===== src/rtl/alu_exec_unit.sv =====
// Execute-stage ALU: single-cycle AND/OR/ADD/SUB, iterative shift-add MUL, valid/ready on both sides.
// Define ALU_SLT_EN to enable code 0111 (signed set-less-than); otherwise 0111 is reported illegal.
module alu_exec_unit #(
   parameter int XLEN     = 32,
   parameter int MUL_STEP = 1
) (
   input  logic            clk_i,
   input  logic            rst_ni,
   input  logic            valid_i,
   output logic            ready_o,
   input  logic [3:0]      ctrl_signal_i,
   input  logic [XLEN-1:0] op_a_i,
   input  logic [XLEN-1:0] op_b_i,
   input  logic            flush_i,
   output logic            valid_o,
   input  logic            ready_i,
   output logic [XLEN-1:0] result_o,
   output logic            zero_o,
   output logic            illegal_o
);

   localparam int NSTEP = XLEN / MUL_STEP;
   localparam int CW    = $clog2(NSTEP + 1);

   localparam logic [3:0] OP_AND = 4'b0000;
   localparam logic [3:0] OP_OR  = 4'b0001;
   localparam logic [3:0] OP_ADD = 4'b0010;
   localparam logic [3:0] OP_SUB = 4'b0110;
   localparam logic [3:0] OP_MUL = 4'b0011;
   localparam logic [3:0] OP_SLT = 4'b0111;

   typedef enum logic [1:0] {S_IDLE, S_MUL, S_HOLD} state_t;

   state_t          state_q, state_d;
   logic [XLEN-1:0] res_q, a_q, b_q, acc_q;
   logic [XLEN-1:0] alu_res, pp, acc_nxt;
   logic            alu_ill;
   logic            zero_q, ill_q, valid_q;
   logic [CW-1:0]   cnt_q;
   logic            accept, is_mul, mul_done;

   assign is_mul   = (ctrl_signal_i == OP_MUL);
   assign accept   = valid_i && ready_o;
   assign mul_done = (state_q == S_MUL) && (cnt_q == CW'(1));

   // One MUL_STEP-wide slice of the multiplier per cycle
   always_comb begin
      pp = '0;
      for (int j = 0; j < MUL_STEP; j++)
         if (b_q[j]) pp = pp + (a_q << j);
   end
   assign acc_nxt = acc_q + pp;

   always_comb begin
      alu_res = '0;
      alu_ill = 1'b0;
      case (ctrl_signal_i)
         OP_AND: alu_res = op_a_i & op_b_i;
         OP_OR:  alu_res = op_a_i | op_b_i;
         OP_ADD: alu_res = op_a_i + op_b_i;
         OP_SUB: alu_res = op_a_i - op_b_i;
         OP_MUL: alu_res = '0;
`ifdef ALU_SLT_EN
         OP_SLT: alu_res = {{(XLEN-1){1'b0}}, ($signed(op_a_i) < $signed(op_b_i))};
`endif
         default: alu_ill = 1'b1;
      endcase
   end

   // State register
   always_ff @(posedge clk_i or negedge rst_ni) begin
      if (!rst_ni) state_q <= S_IDLE;
      else         state_q <= state_d;
   end

   // Next-state logic; flush overrides everything
   always_comb begin
      state_d = state_q;
      if (flush_i) state_d = S_IDLE;
      else begin
         case (state_q)
            S_IDLE: begin
               if (accept && is_mul)          state_d = S_MUL;
               else if (accept)               state_d = S_IDLE;
               else if (valid_q && !ready_i)  state_d = S_HOLD;
            end
            S_MUL:  if (mul_done) state_d = S_IDLE;
            S_HOLD: if (ready_i)  state_d = S_IDLE;
            default: state_d = S_IDLE;
         endcase
      end
   end

   // Output logic
   always_comb begin
      ready_o = (state_q == S_IDLE) && (!valid_q || ready_i) && !flush_i;
   end

   always_ff @(posedge clk_i or negedge rst_ni) begin
      if (!rst_ni) begin
         res_q   <= '0;
         zero_q  <= 1'b1;
         ill_q   <= 1'b0;
         valid_q <= 1'b0;
         a_q     <= '0;
         b_q     <= '0;
         acc_q   <= '0;
         cnt_q   <= '0;
      end else if (flush_i) begin
         valid_q <= 1'b0;
      end else begin
         if (accept && is_mul) begin
            a_q     <= op_a_i;
            b_q     <= op_b_i;
            acc_q   <= '0;
            cnt_q   <= CW'(NSTEP);
            valid_q <= 1'b0;
         end else if (accept) begin
            res_q   <= alu_res;
            zero_q  <= (alu_res == '0);
            ill_q   <= alu_ill;
            valid_q <= 1'b1;
         end else if (mul_done) begin
            res_q   <= acc_nxt;
            zero_q  <= (acc_nxt == '0);
            ill_q   <= 1'b0;
            valid_q <= 1'b1;
         end else if (valid_q && ready_i) begin
            valid_q <= 1'b0;
         end
         if (state_q == S_MUL) begin
            acc_q <= acc_nxt;
            a_q   <= a_q << MUL_STEP;
            b_q   <= b_q >> MUL_STEP;
            cnt_q <= cnt_q - 1'b1;
         end
      end
   end

   assign valid_o   = valid_q;
   assign result_o  = res_q;
   assign zero_o    = zero_q;
   assign illegal_o = ill_q;

endmodule


===== config.mk =====
export PLATFORM = sky130hd
export DESIGN_NAME = alu_exec_unit
export DESIGN_NICKNAME = d
export VERILOG_FILES = /design/src/rtl/alu_exec_unit.sv
export SDC_FILE = /design/constraint.sdc
export NUM_CORES = 1
export LEC_CHECK = 0
export CAP_MARGIN = 20
export CORE_MARGIN = 5
export CORE_UTILIZATION = 25
export CTS_CLUSTER_DIAMETER = 40
export DETAILED_ROUTE_END_ITERATION = 10
export PLACE_DENSITY = 0.51
export SYNTH_ARGS = -nofsm -noshare
export SYNTH_HDL_FRONTEND = slang
export SYNTH_SLANG_ARGS = --single-unit

===== constraint.sdc =====
create_clock -name clk_i -period 4.4 [get_ports clk_i]
set_input_delay 0.88 -clock clk_i [delete_from_list [all_inputs] [get_ports clk_i]]
set_output_delay 0.88 -clock clk_i [all_outputs]
set_load 0.1 [all_outputs]

==> results.sh, run 1 <==
export IMPL_min_path_type="register to register"
export IMPL_synth_area_per_cell_um2=8.02
export IMPL_drtIter0Drc=616
export IMPL_design_area_um2=15900
export IMPL_nFillCells=4810
export IMPL_violations="negative setup slack"
export IMPL_slew_viol_final=0
export IMPL_cts_buffers=17
export IMPL_power_leakage_nw=7.24
export IMPL_synth_area_top_cells="dfrtp_1 (30%), ha_1 (7.3%), o21ai_0 (7.0%)"
export IMPL_hold_viol_final=0
export IMPL_worst_ep_required_time_ns=4.77
export IMPL_dp_cells=2290
export IMPL_drt_wl_total_um=41100
export IMPL_power_density_nw_per_um2=379
export IMPL_r2r_slack_ns=0.29
export IMPL_synthArstFlopShare_pct=100
export IMPL_hold_depth=2
export IMPL_cp_end_kind="register"
export IMPL_placed_area_um2=14900
export IMPL_grt_pass1_wl_um=65800
export IMPL_gp_congestion=0.912
export IMPL_drt_pass1_iterations=5
export IMPL_start_util_pct=25.3
export IMPL_ys_ff_latch=139
export IMPL_worstMarginPinSlew_ns=1.05
export IMPL_cp_num_buf_inv=5
export IMPL_cts_path_max_buffers=2
export IMPL_dp_hpwl_um=32200
export IMPL_synthTopCellsByCount="nand2_1 (192), o21ai_0 (160), dfrtp_1 (138), a21oi_1 (119), nor2_1 (99)"
export IMPL_antenna_cells=0
export IMPL_holdWs_ns=0.474
export IMPL_drc=0
export IMPL_io_pins=109
export IMPL_max_cap_violations=0
export IMPL_placementRows=78
export IMPL_clock_skew_ns=0.00793
export IMPL_timing_final_crit_period_ns=4.54
export IMPL_grt_max_degree=125
export IMPL_criticalPathCategory="input port to register"
export IMPL_ys_warn_count=0
export IMPL_clk_latency_ns=0.45
export IMPL_critical_path_top_delay_family="simple AND/OR/NAND/NOR gates"
export IMPL_final_setup_worst_slack_ns=-0.135
export IMPL_postRouteAntennaNets=0
export IMPL_path_depth=21
export IMPL_clock_sinks=139
export IMPL_cts_root_buf="clkbuf_16"
export IMPL_track_usage_pct=16.3
export IMPL_cp_slowest_stage_delay_ns=0.54
export IMPL_synth_edf_count=0
export IMPL_yosysMostFrequentCell="nand2_1"
export IMPL_peakVddDrop_mv=0.343
export IMPL_slew_headroom_pct=30.1
export IMPL_final_core_util_pct=34.9
export IMPL_syn_area_um2=11500
export IMPL_rsz0062_at_grt="yes"
export IMPL_fp_dieH_um=225
export IMPL_coreArea_um2=45500
export IMPL_drive_gt1_share_pct=21.5
export IMPL_finish_net_count=1869
export IMPL_antenna_found_initial=0
export IMPL_wl_per_cell_um=17.6
export IMPL_crit_chain="buf_6 -> or4_4 -> nor3_4 -> buf_6 -> nand3b_4 -> or4_4 -> buf_4 -> o41ai_4 -> xor2_1 -> ha_1 -> buf_4 -> inv_1 -> nor2_1 -> a311oi_2 -> o21ai_1 -> nor2_1 -> xor2_1 -> o21ai_2 -> and4b_1 -> nand4_1 -> o31ai_2"
export IMPL_holdPathEnd="result_o[18]"
export IMPL_period_share_pct=103
export IMPL_fmaxAchievable_ghz=0.220
export IMPL_worst_path_max_fanout=4
export IMPL_cts_htree_levels=4
export IMPL_path_clk_slew_ns=0.06
export IMPL_syn_inst=1435
export IMPL_hold_buffers=0
export IMPL_grt_overflow=0
export IMPL_place_ws_ns=-1.07
export IMPL_ys_seq_area_share_pct=30.2
export IMPL_synth_top_area_share_pct=30.0
export IMPL_reg2reg_to="zero_o"
export IMPL_syn_to_final_growth_pct=38.1
export IMPL_outcome="complete, but fails checks"
export IMPL_r2r_cells=14
export IMPL_yosysTopAreaCell="dfrtp_1"
export IMPL_via_per_inst=4.97
export IMPL_grt_pass1_vias=11700
export IMPL_min_from="result_o[18]"
export IMPL_synth_main_ff_cell="dfrtp_1"
export IMPL_rr_startpoint="b_q[0]"
export IMPL_num_vias=11600
export IMPL_ys_types=77
export IMPL_port_buffers=108
export IMPL_slowest_stage="or4_4"
export IMPL_floorplan_die_area_um2=50400
export IMPL_die_x_um=225
export IMPL_arrival_ns=4.90
export IMPL_cts_tree="done"
export IMPL_finalNonFillerCells=2338
export IMPL_finalSetupViolations=3
export IMPL_syn_nets=1577
export IMPL_start_kind="input port"
==> power breakdown <==
group | leakage [nW] | switching (mW) | internal (mW) | total, mW
logic | 5.14 | 1.74 | 1.02 | 2.75
clock network | 0.281 | 0.610 | 0.856 | 1.47
registers | 1.82 | 0.218 | 1.59 | 1.81
==> area by class of cell <==
class / count / area, um2 / area share [%]
Sequential cell: 139 / 3480 / 21.9
Timing Repair Buffer: 353 / 2950 / 18.6
Multi-Input combinational cell: 1189 / 8040 / 50.6
Tap cell: 600 / 751 / 4.72
Clock buffer: 19 / 453 / 2.85
Inverter: 27 / 101 / 0.638
Clock inverter: 11 / 121 / 0.764
==> cells in the final DEF (no fill, tap or decap), types with 25 or more instances in the layout <==
master and instances:
clkdlybuf4s50_1 91, mux2i_1 70, nand2_1 188, ha_1 66, xor2_1 39, nor2_1 95
dfrtp_1 138, a21oi_1 102, and2_1 37, inv_1 25, buf_4 240, o21ai_1 26
nor3_1 28, nand3_1 43, o21ai_0 151, xnor2_1 34
==> metrics by stage <==
| step | power [mW] | setup TNS (ns) |
|---|---|---|
| final | 6.03 | -0.258 |
| after CTS | 6.04 | -0.220 |
| after detailed placement | 4.52 | -12.84 |
| after floorplan | 3.53 | -0.293 |
| after global routing | 6.41 | -1.47 |
| after global placement | 4.50 | -12.02 |
==> worst max-delay path by stage <==
| stage | from | end | slack, ns |
|---|---|---|---|
| after CTS | op_b_i[3] | zero_o | -0.20 |
| after global placement | op_b_i[7] | zero_o | -1.01 |
| after detailed placement | op_b_i[7] | zero_o | -1.07 |
| after global routing | op_b_i[9] | zero_o | -0.40 |
| final | op_b_i[9] | zero_o | -0.14 |
| after floorplan | ctrl_signal_i[0] | zero_o | -0.29 |
==> worst min-delay path: cells and delay by family (launching register included) <==
family / cells / cell delay [ns]
DFF: 1 / 0.34
AOI/OAI and AO/OA: 1 / 0.06
and+or+nand+nor: 1 / 0.05
==> kinds of logic after synthesis <==
| family | count (synthesis) | synth area share, % |
|---|---|---|
| muxes | 78 | 6.87 |
| adders and majority gates | 91 | 9.55 |
| AOI/OAI and AO/OA | 444 | 23.2 |
| and+or+nand+nor | 502 | 20.9 |
| buffers and inverters | 107 | 3.57 |
| xor gates and xnor gates | 74 | 5.63 |
| DFF | 139 | 30.2 |
==> layer usage <==
| metal | routed length (um) | part of all wire, % | up-vias | track usage [%] |
|---|---|---|---|---|
| li1 | - | - | 5791 | - |
| met1 | 19900 | 48 | 5555 | 22.9 |
| met2 | 18900 | 46 | 221 | 26.6 |
| met3 | 1360 | 3.3 | 43 | 1.96 |
| met4 | 921 | 2.2 | 0 | 4.46 |
| met5 | 0 | 0 | - | 0 |
==> registers in the layout, indices dropped and copies added (netlist names) <==
signal and count:
acc_q 32, b_q 32, state_q 2, valid_o 1, illegal_o 1, zero_o 1
result_o 32, a_q 32, cnt_q 6
==> timing repair <==
| action | 4_1_cts | 5_1_grt |
|---|---|---|
| hold endpoints to repair | 0 | 0 |
| gates resized for setup | 73 | 46 |
| buffers inserted | 15 | 5 |
| pin swaps | 36 | 52 |
| endpoints found under the setup margin | 14 | 14 |
(Power assumes the default switching activity.)
==> run 2, diff against run 1 <==
- CTS_CLUSTER_DIAMETER: 40 -> 200
==> results of run 2 <==
Final layout, timing and power as in run 1 (identical DEF).
==> run 3, diff against run 2 <==
--- a/constraint.sdc
+++ b/constraint.sdc
@@ -3,2 +3,2 @@
 set_output_delay 0.88 -clock clk_i [all_outputs]
-set_load 0.1 [all_outputs]
+set_load 0.02 [all_outputs]
==> results.sh, run 3 (synthesis gave the netlist of run 1 again) <==
export IMPL_cts_tree="done"
export IMPL_cts_path_max_buffers=2
export IMPL_postRouteAntennaNets=0
export IMPL_crit_chain="buf_6 -> or4_4 -> nor3_4 -> nand3b_4 -> or4_4 -> or3b_4 -> o31ai_2 -> xor2_1 -> ha_1 -> nor2_1 -> mux2i_1 -> nor2_1 -> a21oi_2 -> o31ai_4 -> nor2_2 -> and4_1 -> and4b_1 -> nand4_1 -> o31ai_2"
export IMPL_gp_congestion=0.911
export IMPL_final_setup_worst_slack_ns=-0.126
export IMPL_r2r_slack_ns=0.18
export IMPL_hold_depth=2
export IMPL_power_density_nw_per_um2=342
export IMPL_area_sequential_um2=3480
export IMPL_arrival_ns=4.89
export IMPL_dr_wl_met3_um=1490
export IMPL_drtIter0Drc=678
export IMPL_finalSetupViolations=1
export IMPL_fp_dieH_um=225
export IMPL_via_per_inst=5.00
export IMPL_clk_latency_ns=0.45
export IMPL_wl_met2_um=19400
export IMPL_max_cap_violations=0
export IMPL_dp_hpwl_um=32400
export IMPL_period_share_pct=103
export IMPL_grt_pass1_wl_um=66200
export IMPL_die_x_um=225
export IMPL_clock_skew_ns=0.00767
export IMPL_cts_root_buf="clkbuf_16"
export IMPL_r2r_cells=14
export IMPL_start_kind="input port"
export IMPL_sw_frac_of_total_pct=37.5
export IMPL_slew_viol_final=0
export IMPL_grt_overflow=0
export IMPL_placementRows=78
export IMPL_hold_buffers=0
export IMPL_cp_slowest_stage_delay_ns=0.55
export IMPL_cp_end_kind="register"
export IMPL_peakVddDrop_mv=0.316
export IMPL_criticalPathCategory="input port to register"
export IMPL_start_util_pct=25.3
export IMPL_drc=0
export IMPL_layout_commonest_cell="buf_4"
export IMPL_path_clk_slew_ns=0.06
export IMPL_drt_wl_total_um=42000
export IMPL_critical_path_top_delay_family="simple AND/OR/NAND/NOR gates"
export IMPL_slowest_stage="or4_4"
export IMPL_syn_to_final_growth_pct=39.1
export IMPL_grt_max_degree=140
export IMPL_slew_headroom_pct=36.9
export IMPL_power_leakage_nw=7.26
export IMPL_cts_buffers=17
export IMPL_internal_power_mw=3.43
export IMPL_multi_input_area_um2=8120
export IMPL_reg2reg_to="zero_o"
export IMPL_num_vias=11700
export IMPL_layout_common_cells="buf_4 (239), nand2_1 (186), o21ai_0 (149)"
export IMPL_min_path_type="register to register"
export IMPL_drt_pass1_iterations=5
export IMPL_wl_met1_um=20000
export IMPL_holdPathEnd="result_o[8]"
export IMPL_clock_sinks=139
export IMPL_rr_startpoint="b_q[0]"
export IMPL_track_usage_pct=16.3
export IMPL_cp_startpoint="op_b_i[6]"
export IMPL_nFillCells=4798
export IMPL_wl_per_cell_um=17.9
export IMPL_worstMarginPinSlew_ns=0.947
export IMPL_worst_path_max_fanout=3
export IMPL_coreArea_um2=45500
export IMPL_holdWs_ns=0.481
export IMPL_min_from="result_o[8]"
export IMPL_grt_pass1_vias=11700
export IMPL_drive_gt1_share_pct=22.2
export IMPL_cp_num_buf_inv=1
export IMPL_violations="negative setup slack"
export IMPL_worst_ep_required_time_ns=4.76
export IMPL_clkPwrFrac_pct=25.0
export IMPL_antenna_found_initial=0
export IMPL_hold_viol_final=0
export IMPL_outcome="complete, but fails checks"
export IMPL_combPwrFrac_pct=41.9
export IMPL_power_switching_mw=2.05
export IMPL_rsz0062_at_grt="yes"
export IMPL_fmaxAchievable_ghz=0.221
export IMPL_finish_net_count=1876
export IMPL_port_buffers=108
export IMPL_io_pins=109
export IMPL_p_seq_share_pct=33.1
export IMPL_floorplan_die_area_um2=50400
export IMPL_antenna_cells=0
export IMPL_p_total_mw=5.48
export IMPL_maxUsedRoutingLayer="met4"
export IMPL_cts_htree_levels=4
export IMPL_timing_final_crit_period_ns=4.53
## run 3: layout make-up
class                           instances  area share [%]
Clock buffer                           20            2.85
Clock inverter                          8           0.461
Inverter                               27           0.649
Multi-Input combinational cell       1189            50.7
Sequential cell                       139            21.7
Tap cell                              600            4.69
Timing Repair Buffer                  360            18.9
## run 3: worst max-delay path by stage
stage | cells after the start | endpoint | slack, ns
6_report | 19 | zero_o | -0.13
5_1_grt | 20 | zero_o | -0.38
4_1_cts | 21 | zero_o | -0.21
3_5_place_dp | 19 | zero_o | -1.05
3_3_place_gp | 19 | zero_o | -1.01
2_1_floorplan | 20 | zero_o | -0.29
## run 3: through the flow
step	cells	setup WS (ns)	cell area, um2	util (%)	setup TNS (ns)
CTS	2331	-0.207	15600	34.4	-0.345
global placement	2292	-1.01	14900	32.7	-11.81
detailed placement	2292	-1.05	14900	32.7	-12.60
global route	2343	-0.375	16000	35.2	-0.705
floorplan	1435	-0.293	11600	-	-0.293
finish	2343	-0.126	16000	35.2	-0.126
## run 3: power groups by stage
| stage | clock, mW | combinational (mW) | sequential (mW) |
|---|---|---|---|
| after floorplan | 0 | 1.15 | 1.87 |
| after global placement | 0 | 2.15 | 1.82 |
| after detailed placement | 0 | 2.17 | 1.84 |
| after CTS | 1.41 | 2.22 | 1.82 |
| after global routing | 1.45 | 2.53 | 1.86 |
| final | 1.37 | 2.30 | 1.82 |
## run 3: worst register-to-register path, stage by stage (launching register included)
cell	delay (ns)
dfrtp_1	0.57
and2_1	0.25
ha_1	0.21
fa_1	0.46
a211oi_1	0.37
o21ai_0	0.21
o21ai_1	0.16
o21ai_0	0.14
xnor2_1	0.36
o21ai_0	0.14
or4_1	0.44
nor4b_1	0.38
and4_1	0.29
a21oi_1	0.07
o31ai_2	0.09
## run 3: repair_timing
| action | 4_1_cts | 5_1_grt |
|---|---|---|
| gates resized for setup | 68 | 78 |
| pin swaps | 36 | 44 |
| setup endpoints to repair | 14 | 15 |
| hold endpoints to repair | 0 | 0 |
| setup buffers | 12 | 16 |
## run 3: routing by layer
layer	global-route usage, %	up-vias
met1	22.7	5590
met3	1.87	53
li1	-	5792
met2	26.5	269
met4	5.42	0
met5	0	-
